$ cat config.mk
export PLATFORM = sky130hd
export DESIGN_NAME = uart_tx_flat
export DESIGN_NICKNAME = d
export VERILOG_FILES = /design/src/rtl/uart_tx_if.sv /design/src/rtl/uart_tx.sv /design/src/flat_wrapper.sv
export SDC_FILE = /design/constraint.sdc
export NUM_CORES = 1
export LEC_CHECK = 0
export BUFFER_PORTS_ARGS = -buffer_cell sky130_fd_sc_hd__buf_2
export CAP_MARGIN = 10
export CORE_UTILIZATION = 63
export DETAILED_ROUTE_END_ITERATION = 10
export GPL_ROUTABILITY_DRIVEN = 0
export PLACE_DENSITY = 0.83
export RECOVER_POWER = 100
export SLEW_MARGIN = 20
export SYNTH_ARGS = -nofsm -noshare
export SYNTH_HDL_FRONTEND = slang
export SYNTH_SLANG_ARGS = --single-unit
$ cat constraint.sdc
create_clock -name baud_clk -period 5.2 [get_ports baud_clk]
set_input_delay 1.04 -clock baud_clk [delete_from_list [all_inputs] [get_ports baud_clk]]
set_output_delay 1.04 -clock baud_clk [all_outputs]
set_load 0.1 [all_outputs]
$ cat src/rtl/uart_tx_if.sv
// Host-side handshake and serial-line bundle for uart_tx.
interface uart_tx_if #(
  parameter int DATA_BITS = 7
);
  logic [DATA_BITS-1:0] data_in;
  logic                 data_valid;
  logic                 cts;
  logic                 tx;
  logic                 rts;
  logic                 tx_fifo_empty;
  logic                 tx_busy;
  logic                 tx_done;
  logic                 overflow;

  modport master (
    output data_in, data_valid, cts,
    input  tx, rts, tx_fifo_empty, tx_busy, tx_done, overflow
  );

  modport slave (
    input  data_in, data_valid, cts,
    output tx, rts, tx_fifo_empty, tx_busy, tx_done, overflow
  );
endinterface

$ cat src/rtl/uart_tx.sv
// fifo: generic power-of-two queue; write visible to the reader one edge later.
// Backpressure: in_rdy low when full (writes dropped); out_vld low when empty.
module fifo #(
  parameter int W     = 8,
  parameter int DEPTH = 4
) (
  input  logic         baud_clk,
  input  logic         rst_n,
  input  logic         in_vld,
  input  logic [W-1:0] in_dat,
  output logic         in_rdy,
  output logic         out_vld,
  output logic [W-1:0] out_dat,
  input  logic         out_rdy
);
  localparam int AW = $clog2(DEPTH);
  localparam int CW = AW + 1;

  logic [W-1:0]  mem [DEPTH];
  logic [AW-1:0] wr_ptr;
  logic [AW-1:0] rd_ptr;
  logic [CW-1:0] count;
  logic          push;
  logic          pop;

  assign in_rdy  = (count != CW'(DEPTH));
  assign out_vld = (count != '0);
  assign out_dat = mem[rd_ptr];
  assign push    = in_vld & in_rdy;
  assign pop     = out_rdy & out_vld;

  // Storage carries no reset; only pointers and count define validity.
  always_ff @(posedge baud_clk) begin
    if (push) mem[wr_ptr] <= in_dat;
  end

  always_ff @(posedge baud_clk or negedge rst_n) begin
    if (!rst_n) begin
      wr_ptr <= '0;
      rd_ptr <= '0;
      count  <= '0;
    end else begin
      if (push) wr_ptr <= wr_ptr + AW'(1);
      if (pop)  rd_ptr <= rd_ptr + AW'(1);
      case ({push, pop})
        2'b10:   count <= count + CW'(1);
        2'b01:   count <= count - CW'(1);
        default: count <= count;
      endcase
    end
  end
endmodule

// uart_tx: FIFO-buffered serial transmitter, start/data/parity/stop framing.
// Latency: byte pushed at edge k drives the start bit after edge k+1 (cts high).
// Backpressure: rts low when FIFO full, pushes while full set sticky overflow.
module uart_tx #(
  parameter int DATA_BITS  = 7,
  parameter int PARITY_EN  = 0,
  parameter int STOP_BITS  = 1,
  parameter int FIFO_DEPTH = 4
) (
  input  logic      baud_clk,
  input  logic      rst_n,
  uart_tx_if.slave  bus
);
  localparam int CNT_W = $clog2(DATA_BITS + 1);
  localparam logic [CNT_W-1:0] BIT_LAST  = CNT_W'(DATA_BITS - 1);
  localparam logic             STOP_LAST = 1'(STOP_BITS - 1);

  typedef enum logic [2:0] {IDLE, START, DATA, PARITY, STOP} state_t;

  state_t                 state, state_nxt;
  logic                   tx_q, tx_nxt;
  logic                   busy_q;
  logic                   done_q, done_nxt;
  logic                   ovf_q;
  logic [DATA_BITS-1:0]   shreg, shreg_nxt;
  logic [CNT_W-1:0]       bit_cnt, bit_cnt_nxt;
  logic                   stop_cnt, stop_cnt_nxt;
  logic                   par, par_nxt;
  logic                   pop;
  logic                   launch_ok;
  logic                   fifo_rdy;
  logic                   fifo_vld;
  logic [DATA_BITS-1:0]   head;

  fifo #(.W(DATA_BITS), .DEPTH(FIFO_DEPTH)) u_fifo (
    .baud_clk (baud_clk),
    .rst_n    (rst_n),
    .in_vld   (bus.data_valid),
    .in_dat   (bus.data_in),
    .in_rdy   (fifo_rdy),
    .out_vld  (fifo_vld),
    .out_dat  (head),
    .out_rdy  (pop)
  );

  // cts only matters here, at the moment a new frame would be launched.
  assign launch_ok = fifo_vld & bus.cts;

  always_comb begin
    state_nxt    = state;
    tx_nxt       = tx_q;
    shreg_nxt    = shreg;
    bit_cnt_nxt  = bit_cnt;
    stop_cnt_nxt = stop_cnt;
    par_nxt      = par;
    done_nxt     = 1'b0;
    pop          = 1'b0;
    case (state)
      IDLE: begin
        tx_nxt = 1'b1;
        if (launch_ok) begin
          pop       = 1'b1;
          shreg_nxt = head;
          par_nxt   = ^head;
          state_nxt = START;
          tx_nxt    = 1'b0;
        end
      end
      START: begin
        tx_nxt      = shreg[0];
        shreg_nxt   = shreg >> 1;
        bit_cnt_nxt = '0;
        state_nxt   = DATA;
      end
      DATA: begin
        if (bit_cnt == BIT_LAST) begin
          if (PARITY_EN != 0) begin
            state_nxt = PARITY;
            tx_nxt    = par;
          end else begin
            state_nxt    = STOP;
            tx_nxt       = 1'b1;
            stop_cnt_nxt = 1'b0;
          end
        end else begin
          tx_nxt      = shreg[0];
          shreg_nxt   = shreg >> 1;
          bit_cnt_nxt = bit_cnt + CNT_W'(1);
        end
      end
      PARITY: begin
        state_nxt    = STOP;
        tx_nxt       = 1'b1;
        stop_cnt_nxt = 1'b0;
      end
      STOP: begin
        if (stop_cnt == STOP_LAST) begin
          done_nxt = 1'b1;
          if (launch_ok) begin
            pop       = 1'b1;
            shreg_nxt = head;
            par_nxt   = ^head;
            state_nxt = START;
            tx_nxt    = 1'b0;
          end else begin
            state_nxt = IDLE;
            tx_nxt    = 1'b1;
          end
        end else begin
          stop_cnt_nxt = stop_cnt + 1'b1;
          tx_nxt       = 1'b1;
        end
      end
      default: begin
        state_nxt = IDLE;
        tx_nxt    = 1'b1;
      end
    endcase
  end

  always_ff @(posedge baud_clk or negedge rst_n) begin
    if (!rst_n) begin
      state    <= IDLE;
      tx_q     <= 1'b1;
      busy_q   <= 1'b0;
      done_q   <= 1'b0;
      ovf_q    <= 1'b0;
      shreg    <= '0;
      bit_cnt  <= '0;
      stop_cnt <= 1'b0;
      par      <= 1'b0;
    end else begin
      state    <= state_nxt;
      tx_q     <= tx_nxt;
      busy_q   <= (state_nxt != IDLE);
      done_q   <= done_nxt;
      ovf_q    <= ovf_q | (bus.data_valid & ~fifo_rdy);
      shreg    <= shreg_nxt;
      bit_cnt  <= bit_cnt_nxt;
      stop_cnt <= stop_cnt_nxt;
      par      <= par_nxt;
    end
  end

  assign bus.tx            = tx_q;
  assign bus.tx_busy       = busy_q;
  assign bus.tx_done       = done_q;
  assign bus.overflow      = ovf_q;
  assign bus.rts           = fifo_rdy;
  assign bus.tx_fifo_empty = ~fifo_vld;
endmodule

$ cat src/flat_wrapper.sv
// flat-port wrapper written by rule: the top's interface ports become plain ports
module uart_tx_flat 
#(
  parameter int DATA_BITS  = 7,
  parameter int PARITY_EN  = 0,
  parameter int STOP_BITS  = 1,
  parameter int FIFO_DEPTH = 4
)
  (baud_clk, rst_n, bus_data_in, bus_data_valid, bus_cts, bus_tx, bus_rts, bus_tx_fifo_empty, bus_tx_busy, bus_tx_done, bus_overflow);
  uart_tx_if #(.DATA_BITS(DATA_BITS)) bus_i ();
  input  logic baud_clk;
  input  logic rst_n;
  input wire logic [$bits(bus_i.data_in)-1:0] bus_data_in;
  input wire logic [$bits(bus_i.data_valid)-1:0] bus_data_valid;
  input wire logic [$bits(bus_i.cts)-1:0] bus_cts;
  output wire logic [$bits(bus_i.tx)-1:0] bus_tx;
  output wire logic [$bits(bus_i.rts)-1:0] bus_rts;
  output wire logic [$bits(bus_i.tx_fifo_empty)-1:0] bus_tx_fifo_empty;
  output wire logic [$bits(bus_i.tx_busy)-1:0] bus_tx_busy;
  output wire logic [$bits(bus_i.tx_done)-1:0] bus_tx_done;
  output wire logic [$bits(bus_i.overflow)-1:0] bus_overflow;
  assign bus_i.data_in = bus_data_in;
  assign bus_i.data_valid = bus_data_valid;
  assign bus_i.cts = bus_cts;
  assign bus_tx = bus_i.tx;
  assign bus_rts = bus_i.rts;
  assign bus_tx_fifo_empty = bus_i.tx_fifo_empty;
  assign bus_tx_busy = bus_i.tx_busy;
  assign bus_tx_done = bus_i.tx_done;
  assign bus_overflow = bus_i.overflow;
  uart_tx #(.DATA_BITS(DATA_BITS), .PARITY_EN(PARITY_EN), .STOP_BITS(STOP_BITS), .FIFO_DEPTH(FIFO_DEPTH)) u_core (.baud_clk(baud_clk), .rst_n(rst_n), .bus(bus_i));
endmodule
; Yosys cells after proc, flatten, opt, wreduce, memory -nomap -nowiden
; Memories as Yosys holds them, arrays and structs flattened.
; Index checks and enable logic that the tools add are counted.
[totals]
mem_count = 1
register_bits = 25
ramBits = 28
out_inout_bits = 6
wordCells = 72
latch_bits = 0
mem_bits_ro = 0
[classes]
n_mul = 0
bitwise = 7
n_shift = 0
n_reduce_logical = 10
n_addsub = 6
n_eq_ne = 11
magnitude_cmp = 0
n_mux = 26
n_div = 0
[memory_table]
columns = name, words, width, read_ports, rd_clocked_by_memory_dff, write_ports, line
row1 = u_core.u_fifo.mem, 4, 7, 1, 0, 1, uart_tx.sv:19  ; logic [W-1:0] mem [DEPTH];
[op_table]
columns = op, n
row1 = $pmux W7 S4, 1
row2 = $mux W7, 3
row3 = $pmux W3 S5, 1
row4 = $mux W1, 12
row5 = $mux W3, 4
row6 = $pmux W3 S2, 2
row7 = $reduce_bool A3 Y1, 3
row8 = $add A3 B1 Y3 const B, 2
row9 = $eq A3 B2 Y1 const B, 2
row10 = $eq A3 B3 Y1 const B, 2
row11 = $add A2 B1 Y2 const B, 2
row12 = $and A1 B1 Y1, 4
row13 = $ne A2 B2 Y1 const B, 2
row14 = $pmux W1 S4, 1
row15 = $reduce_and A2 Y1, 2
row16 = $reduce_bool A2 Y1, 2
row17 = $reduce_bool A4 Y1, 1
row18 = $eq A3 B1 Y1 const B, 1
row19 = $logic_not A3 Y1, 1
row20 = $ne A3 B3 Y1 const B, 1
row21 = $pmux W1 S3, 1
row22 = $reduce_and A3 Y1, 1
row23 = $sub A3 B1 Y3 const B, 1
row24 = $eq A2 B1 Y1 const B, 1
row25 = other kinds (6), 7

; Longest topological paths before layout
; Gate-level depths: netlist (run 1).
[logic_depth]
ltp_word = 8
mapped_depth = 11
mapped_depth_nobuf = 9

; Modules after synthesis
; A second synthesis (run 1) with hierarchy kept.
[unflattened]
hier_cells = 147
area_unflattened_um2 = 2292.2
[by_module_without_submodules]
columns = mod, n_inst, cells_each, area_each_um2
row1 = fifo, 1, 74, 1440.1
row2 = uart_tx, 1, 73, 852.1

; Worst setup path before layout (run 1)
; No wires, ideal clock.
[synth_timing]
path_type = register to register
start = register u_core.u_fifo.count[0]
end = register u_core.u_fifo.count[2]
setup_slack_ns = 2.573
n_path_buf = 0
synth_period_minus_slack_ns = 2.627
arrival_ns = 2.548
t_required_ns = 5.121
path_stages_with_launch = 10
cell_sequence = dfrtp_1 > nor2_1 > nand2_1 > nand2_1 > ha_1 > inv_1 > fa_1 > xor2_1 > nor2_1 > xor2_1
[synth_between]
elab_cells_between_ends = 14
classes_between = add/sub (2) / eq/ne (3) / mux (4) / bitwise (3) / reduce/logical (2)
[synth_lines]
columns = element, line
row1 = start: declaration, uart_tx.sv:22  ; logic [CW-1:0] count;
row2 = start signal: assignment, uart_tx.sv:46  ; 2'b10: count <= count + CW'(1);
row3 = start signal: assignment, uart_tx.sv:47  ; 2'b01: count <= count - CW'(1);
row4 = start signal: assignment, uart_tx.sv:48  ; default: count <= count;
row5 = $ne A3 B3 Y1 (*), uart_tx.sv:26  ; assign in_rdy = (count != CW'(DEPTH));
row6 = via bus_rts, flat_wrapper.sv:17  ; output wire logic [$bits(bus_i.rts)-1:0] bus_rts;
row7 = $and A1 B1 Y1 (*), uart_tx.sv:29  ; assign push = in_vld & in_rdy;
row8 = $eq A2 B1 Y1 or $eq A2 B2 Y1 (tied branches), uart_tx.sv:45  ; case ({push, pop})
row9 = $pmux W3 S2 or $reduce_bool A2 Y1 (tied branches), --
; Mark *: on every way through the listed nets, which the timed path passes. The rest lies on a longest branch.
; A chain may end at the register's enable or synchronous reset.

; Final worst setup path (run 1)
[layout_timing]
start = register u_core.u_fifo.count[2]
end = output port bus_tx_fifo_empty
[layout_between]
elab_chain_len = 2
[layout_rtl]
columns = element, line
row1 = $reduce_bool A3 Y1, uart_tx.sv:27  ; assign out_vld = (count != '0);
row2 = $not A1 Y1, uart_tx.sv:203  ; assign bus.tx_fifo_empty = ~fifo_vld;
row3 = end: declaration, flat_wrapper.sv:18  ; output wire logic [$bits(bus_i.tx_fifo_empty)-1:0] bus_tx_fifo_empty;
; Every way passes these cells.

==> results summary, run 1 <==
The final wirelength came out at between 3 and 4 mm. The global routing usage summed across all routing layers came out at 0.201. The worst hold path belongs to the class reg -> reg. The final count of hold timing violations was 0. The transition time at the pin with the least slew margin came out at approximately 1200 ps. The maximum single-stage delay on the critical path came out at 850 ps.

Detailed placement finished with a half-perimeter wire length of about 2.3 mm. The buffers inserted during post-CTS setup optimization came out at 0. The antenna violation net count after detailed routing came out at 0.

Of all flip-flops after synthesis, the portion carrying an async set or reset was 0.462. The number of enable-type register cells in the synthesized netlist came out at 28. The CTS tree is yes.

The wire length per cell after detailed routing is 15.6 um. The detailed router finished its first iteration with between 60 and 70 violations. The met1 usage in global routing came out at 0.254. The required time of the critical path came out at 4160 ps.

In this run the most used layer during global routing was met2. The synthesized netlist net count is roughly 160. The share of final-layout standard cells stronger than drive strength 1 is 0.123. The initial utilization of the core area, before any placement, comes to 0.659. The critical path goes through or3_1, inv_1, clkbuf_1. CTS built an H-tree with a depth of 2. The library cell used most frequently in the layout, excluding fill and tap cells, is sky130_fd_sc_hd__edfxtp_1. The synthesis warning total came out at 0. The kind of start point of the critical path is a flop. The number of distinct standard cells referenced by the synthesized netlist is 36. The clock latency of the later-clocked register in the worst-skew pair came out at 350 ps.

The cell area after synthesis came out at 2200 um2. The final net count came out at 180. The critical path capture point type is an output port. The cell count after synthesis is 144. The portion of synthesized cell area occupied by the leading cell type is 0.382.

The initial antenna violation count came out at 0. The number of clock buffers inserted by TritonCTS is 5. The area growth from synthesis to layout is 6.60%. The via density per instance came out at 5.62. The met3 usage in global routing came out at 0.0504. The flow ran to the end, and the final reports show no timing, DRC or antenna violations.

The detailed-router iteration count before antenna repair came out at 4. The number of fill cells came out at roughly 250. The cell at the root of the clock tree is sky130_fd_sc_hd__clkbuf_4. The total negative slack for setup checks came out at 0 ps. The post-layout utilization of the core is 0.702. The most used flip-flop cell after synthesis is sky130_fd_sc_hd__edfxtp_1. The number of maximum-capacitance violations came out at 0. The number of global-route vias before repair came out at 1,161.

Setup repair after global routing left no endpoint under its margin. In this run the static leakage power is 0.000929 uW. The power density over the cells is around 630 nW/um2. The hold-fix buffer count after cts came out at 0. The met2 demand-to-capacity share in global routing is 0.337. The library cells used most frequently in the layout, excluding fill and tap cells, are 28 x sky130_fd_sc_hd__edfxtp_1, 23 x sky130_fd_sc_hd__dfrtp_1, 15 x sky130_fd_sc_hd__clkbuf_1, 10 x sky130_fd_sc_hd__inv_1, 8 x sky130_fd_sc_hd__nand2_1.

For the finished layout, the period the worst path requires is 3110 ps. Of the synthesized area, sequential elements account for 0.656. Sorting the synthesized cells by area gives the leading types as sky130_fd_sc_hd__edfxtp_1 38%, sky130_fd_sc_hd__dfrtp_1 26%, sky130_fd_sc_hd__mux4_2 7.2%. sky130_fd_sc_hd__edfxtp_1 takes more of the synthesized area than any other cell. Setup violations remaining at the end of the flow were counted as 0. The maximum achievable frequency came out at 322 MHz. The number of instances in the placed design is 200.

The cell family contributing the most delay on the critical path is buffers and inverters. The max-slew headroom at the worst pin came out at 0.196. The wire length of the first global-routing pass came out at 5.18 mm. Entering global routing, the biggest net connects 25 pins. The worst vdd rail ir drop came out at between 0.0003 and 0.0004 V. The y dimension of the die came out at between 60 and 70 um. Of all nets on the critical path, the largest fanout is 4. Clock skew on the completed layout was measured at 6.68 ps.

The total buffers and inverters traversed by the critical path came out at 2. Input and output buffers added on the ports amount to 16. The count of final max-slew check failures is 0. After detailed routing, the number of remaining DRC violations is 0. The clock drives 52 sinks. The horizontal extent of the die is around 61 um. The maximum buffer depth of the clock tree is 2. Final hold analysis gives a worst-case slack of 501 ps. After global routing the overflow that remains totals 0. Gates resized during post-CTS repair numbered 0.

0 antenna diodes ended up in the layout. The detailed router placed 1,168 vias in this run. Data on the critical path arrives at its endpoint at roughly 2100 ps. The slowest stage of the critical path belongs to the cell sky130_fd_sc_hd__clkbuf_1.

By startpoint and endpoint, the worst setup path is classified as reg -> out. The total I/O pin count came out at 17. The core region area came out at 3340 um2. In the finished design, the share of the clock period the worst path needs comes to 0.598. Leaving out filler cells and counting taps, the final layout contains 208. The clock slew seen by the registers of the worst setup and hold paths came out at 130 ps.

Counting flops and latches in the post-synthesis netlist gives 52. The full die area is 3730 um2. The average cell area after synthesis is 15.3 um2. Timing analysis after detailed placement gives a worst setup slack of 2490 ps. The post-route worst setup slack is ~2100 ps. The cell row count came out at 21.
==> power breakdown <==
| group | internal, uW | switching, uW |
|---|---|---|
| registers | 575 | 113 |
| logic | 220 | 346 |
| clock network | 99.9 | 119 |
==> cells in the mapped netlist (4+ instances only) <==
master / number
sky130_fd_sc_hd__xnor2_1: 4
sky130_fd_sc_hd__nor2_1: 5
sky130_fd_sc_hd__edfxtp_1: 28
sky130_fd_sc_hd__a221o_1: 6
sky130_fd_sc_hd__a21oi_1: 5
sky130_fd_sc_hd__nand2_1: 8
sky130_fd_sc_hd__and2_0: 6
sky130_fd_sc_hd__inv_1: 9
sky130_fd_sc_hd__dfrtp_1: 23
sky130_fd_sc_hd__ha_1: 7
sky130_fd_sc_hd__and3_1: 4
sky130_fd_sc_hd__mux4_2: 7
==> layer usage <==
metal	vias to the layer above	routed length, um
met5	-	0
met4	0	51
met3	6	99
met2	21	1690
met1	585	1390
li1	556	-
==> kinds of logic after synthesis <==
logic type,after synthesis,share of synthesized area
muxes,9,0.0814
xor gates and xnor gates,6,0.0239
AOI/OAI and AO/OA,21,0.0757
DFF,52,0.656
and+or+nand+nor,32,0.0820
buffers and inverters,16,0.0319
adders and majority gates,8,0.0489
==> worst register-to-register path, delay by kind of cell, from the launching register on <==
| family | cells | cell delay (ps) |
|---|---|---|
| adder cells (fa/ha/maj) | 2 | 690 |
| AND/OR/NAND/NOR | 3 | 520 |
| flip-flops | 1 | 490 |
| buffers and inverters | 2 | 370 |
| XOR/XNOR | 2 | 320 |
==> cell type report <==
class                   instances  area, um2  area share
well taps                      46       57.6      0.0246
clock buffers                   5       37.5      0.0160
inverters                      10       37.5      0.0160
clock inverters                 3       42.5      0.0182
flip-flops and latches         52       1440       0.616
multi-input cells              76        664       0.284
repair buffers                 16       61.3      0.0262
==> registers in the layout (all words and copies together), names as in the netlist <==
name	flops
u_core.bit_cnt	3
u_core.bus.overflow	1
u_core.state	3
u_core.bus.tx_done	1
u_core.bus.tx	1
u_core.u_fifo.count	3
u_core.u_fifo.mem	28
u_core.shreg	7
u_core.u_fifo.rd_ptr	2
u_core.u_fifo.wr_ptr	2
u_core.bus.tx_busy	1
==> worst paths after layout <==
path | end | slack, ps | startpoint | cells past startpoint
min in group asynchronous | u_core.shreg[0] | 890 | rst_n | 1
worst max register to register | u_core.u_fifo.count[2] | 2740 | u_core.state[0] | 9
worst min-delay path | u_core.bus.overflow | 500 | u_core.bus.overflow | 1
worst max-delay path | bus_tx_fifo_empty | 2090 | u_core.u_fifo.count[2] | 3
worst min register to register | u_core.bus.overflow | 500 | u_core.bus.overflow | 1
max in group asynchronous | u_core.bit_cnt[0] | 3590 | rst_n | 1
==> per-stage QoR <==
step | cell area [um2] | total power (uW)
floorplan | 2200 | 1170
global placement | 2300 | 1250
detailed placement | 2300 | 1290
CTS | 2380 | 1510
global route | 2340 | 1560
finish | 2340 | 1470
No activity file was read; power rests on OpenSTA's default activity.
==> run 2, diff against run 1 <==
- CORE_UTILIZATION: 63 -> 53
- PLACE_DENSITY: 0.83 -> 0.75
- clock period: 5.2 -> 2.55 ns (I/O delays scaled with it)
==> results summary, run 2 (same netlist as run 1, synthesis figures left out) <==
The post-DP HPWL was 2.22 mm (-3.2%). The detailed-router iteration count before antenna repair is 4 (unchanged). TritonCTS built the clock tree.

The starting density of the core came to 0.550 (-0.109). The global routing usage summed across all routing layers came out at 0.166 (-0.0353). The number of H-tree levels is 2 (unchanged). The maximum achievable frequency is 449 MHz.

The initial DRC count was 42 (-31%). The largest net degree at the start of global routing is 25 (unchanged). The maximum single-stage delay on the critical path came out at 470 ps (-380 ps).

The top fanout value on the critical path is 11 (+7). The final count of hold timing violations is 0 (unchanged). The worst vdd rail ir drop came to 0.000575 V (+79%). The total power draw came out at 3040 uW (+110%). In this design, the largest share of critical-path delay is due to adder cells. The worst setup timing slack at the placement stage was 370 ps (-2120 ps). The number of buffers added on ports was 16 (unchanged).

The data arrival time of the worst path came out at 2460 ps (+390 ps). The flow ran to the end, and the final reports show no timing, DRC or antenna violations. The top cell types in the final layout, fill and taps aside, are 28 x sky130_fd_sc_hd__edfxtp_1, 23 x sky130_fd_sc_hd__dfrtp_1, 12 x sky130_fd_sc_hd__clkbuf_1, 9 x sky130_fd_sc_hd__inv_1, 8 x sky130_fd_sc_hd__nand2_1. The total I/O pin count is 17 (unchanged).

The footprint of the flip-flops and latches is 1440 um2 (unchanged). The relative area change from synthesis to final layout came out at 7.74%. The final net count is 180 (unchanged). The overall overflow remaining after global route came out at 0 (unchanged). The post-detailed-placement cell area is 2310 um2 (+0.33%).

The buffers inserted during post-CTS setup optimization is 0 (unchanged). The full die area is 4410 um2 (+18%). The worst setup path is captured at a flop. The number of clock buffers inserted by TritonCTS was 5 (unchanged). The core region area came to 4000 um2 (+20%). Setup repair after global routing left no endpoint under its margin. The hold-fix buffer count after cts came out at 0 (unchanged). The number of maximum-capacitance violations came out at 0 (unchanged). The post-layout utilization of the core came to 0.592 (-0.110). The number of diodes added for antenna fixing was 0 (unchanged). The via density per instance came out at 5.55 (-1.1%). Among all stages on the critical path, the largest delay is contributed by sky130_fd_sc_hd__dfrtp_1. The antenna violation net count after detailed routing came out at 0 (unchanged). The flip-flop count of the largest register after layout is 28 (unchanged). The setup violation total in the final timing report was 0 (unchanged). The horizontal extent of the die is 66.4 um (+8.7%). The area of all placed cells without fillers came out at 2370 um2 (+1.1%). The number of fill cells is 315 (+25%). The library cell used most frequently in the layout, excluding fill and tap cells, is sky130_fd_sc_hd__edfxtp_1. The power density over the cells came out at 1280 nW/um2 (+100%). The wire length of the first global-routing pass came out at 5.18 mm (-0.12%).

STA classifies the critical path startpoint as a flop. The critical path goes through nor2_1, nand3_1, inv_2, ha_1, inv_1, fa_1, xor2_1, nor2_1, xor2_1. The transition time at the pin with the least slew margin is 1250 ps (+41.1 ps). The total negative slack for setup checks came out at 0 ps (unchanged).

The largest registers in the layout are u_core.u_fifo.mem (28), u_core.shreg (7). The wire length per cell after detailed routing is 15.1 um (-3.0%). The share of final-layout standard cells stronger than drive strength 1 is 0.154 (+0.0309). The share of the clock period used by the worst path came out at 0.873. The critical setup path kind is reg -> reg.

The y dimension of the die was 66.4 um (+8.7%). The count of vias placed by the detailed router is 1,177 (+0.77%). The most flop-heavy register is u_core.u_fifo.mem. The number of global-route vias before repair came out at 1,128 (-2.8%).

The total DRC errors in the routed layout came out at 0 (unchanged). The clock skew is 2.17 ps (-4.51 ps). The total clock sinks was 52 (unchanged). The clock slew seen by the registers of the worst setup and hold paths came out at 100 ps (-30 ps).

The cell row count is 23 (+9.5%). The initial antenna violation count is 0 (unchanged). The worst hold path class is in -> async.

The maximum buffer depth of the clock tree came out at 2 (unchanged). The required time of the critical path is 2790 ps (-1370 ps). The number of gates given a new drive strength after cts came out at 0 (unchanged). The count of final max-slew check failures is 0 (unchanged).

The post-route worst setup slack is 324 ps (-1770 ps). The leakage power total was 0.000947 uW (+1.9%). The clock latency of the later-clocked register in the worst-skew pair is 300 ps (-50 ps). The cell at the root of the clock tree is sky130_fd_sc_hd__clkbuf_8. The area occupied by multi-input gates came to 666 um2 (+0.19%). The total buffers and inverters traversed by the critical path is 2 (unchanged).

The final wirelength is 3.20 mm (-1.2%). The max-slew headroom at the worst pin is 0.168 (-0.0274). Subtracting the final worst setup slack from the clock period gives 2230 ps.
## run 2: layer usage
layer	wire (um)	up-vias	GRT usage
li1	-	558	-
met1	1450	594	0.214
met2	1580	19	0.263
met3	103	6	0.0414
met4	58	0	0.0798
met5	0	-	0
## run 2: power breakdown
| group | internal [uW] | switching, uW | leakage [uW] |
|---|---|---|---|
| clock | 202 | 281 | 0.0000491 |
| combinational | 454 | 707 | 0.000348 |
| sequential | 1170 | 224 | 0.000549 |
| total | 1830 | 1210 | 0.000947 |
## run 2: worst paths after layout
path | from | depth (start not counted) | endpoint | slack [ps]
worst max-delay path | u_core.state[0] | 9 | u_core.u_fifo.count[2] | 320
worst min-delay path | rst_n | 1 | u_core.shreg[2] | 440
worst max register to register | u_core.state[0] | 9 | u_core.u_fifo.count[2] | 320
worst min register to register | u_core.bus.overflow | 1 | u_core.bus.overflow | 470
max in group asynchronous | rst_n | 1 | u_core.state[2] | 1370
min in group baud_clk | bus_data_in[4] | 1 | u_core.u_fifo.mem[1][4] | 450
## run 2: layout make-up
type,instances,share of cell area
Clock inverter,3,0.0111
Inverter,10,0.0158
Tap cell,50,0.0264
Multi-Input combinational cell,76,0.281
Sequential cell,52,0.609
Timing Repair Buffer,16,0.0275
Clock buffer,5,0.0291
## run 2: stage by stage
| step | instances | hold slack (ps) |
|---|---|---|
| 2_1_floorplan | 144 | 214 |
| 3_3_place_gp | 204 | 448 |
| 3_5_place_dp | 204 | 450 |
| 4_1_cts | 212 | 176 |
| 5_1_grt | 212 | 458 |
| 6_report | 212 | 441 |
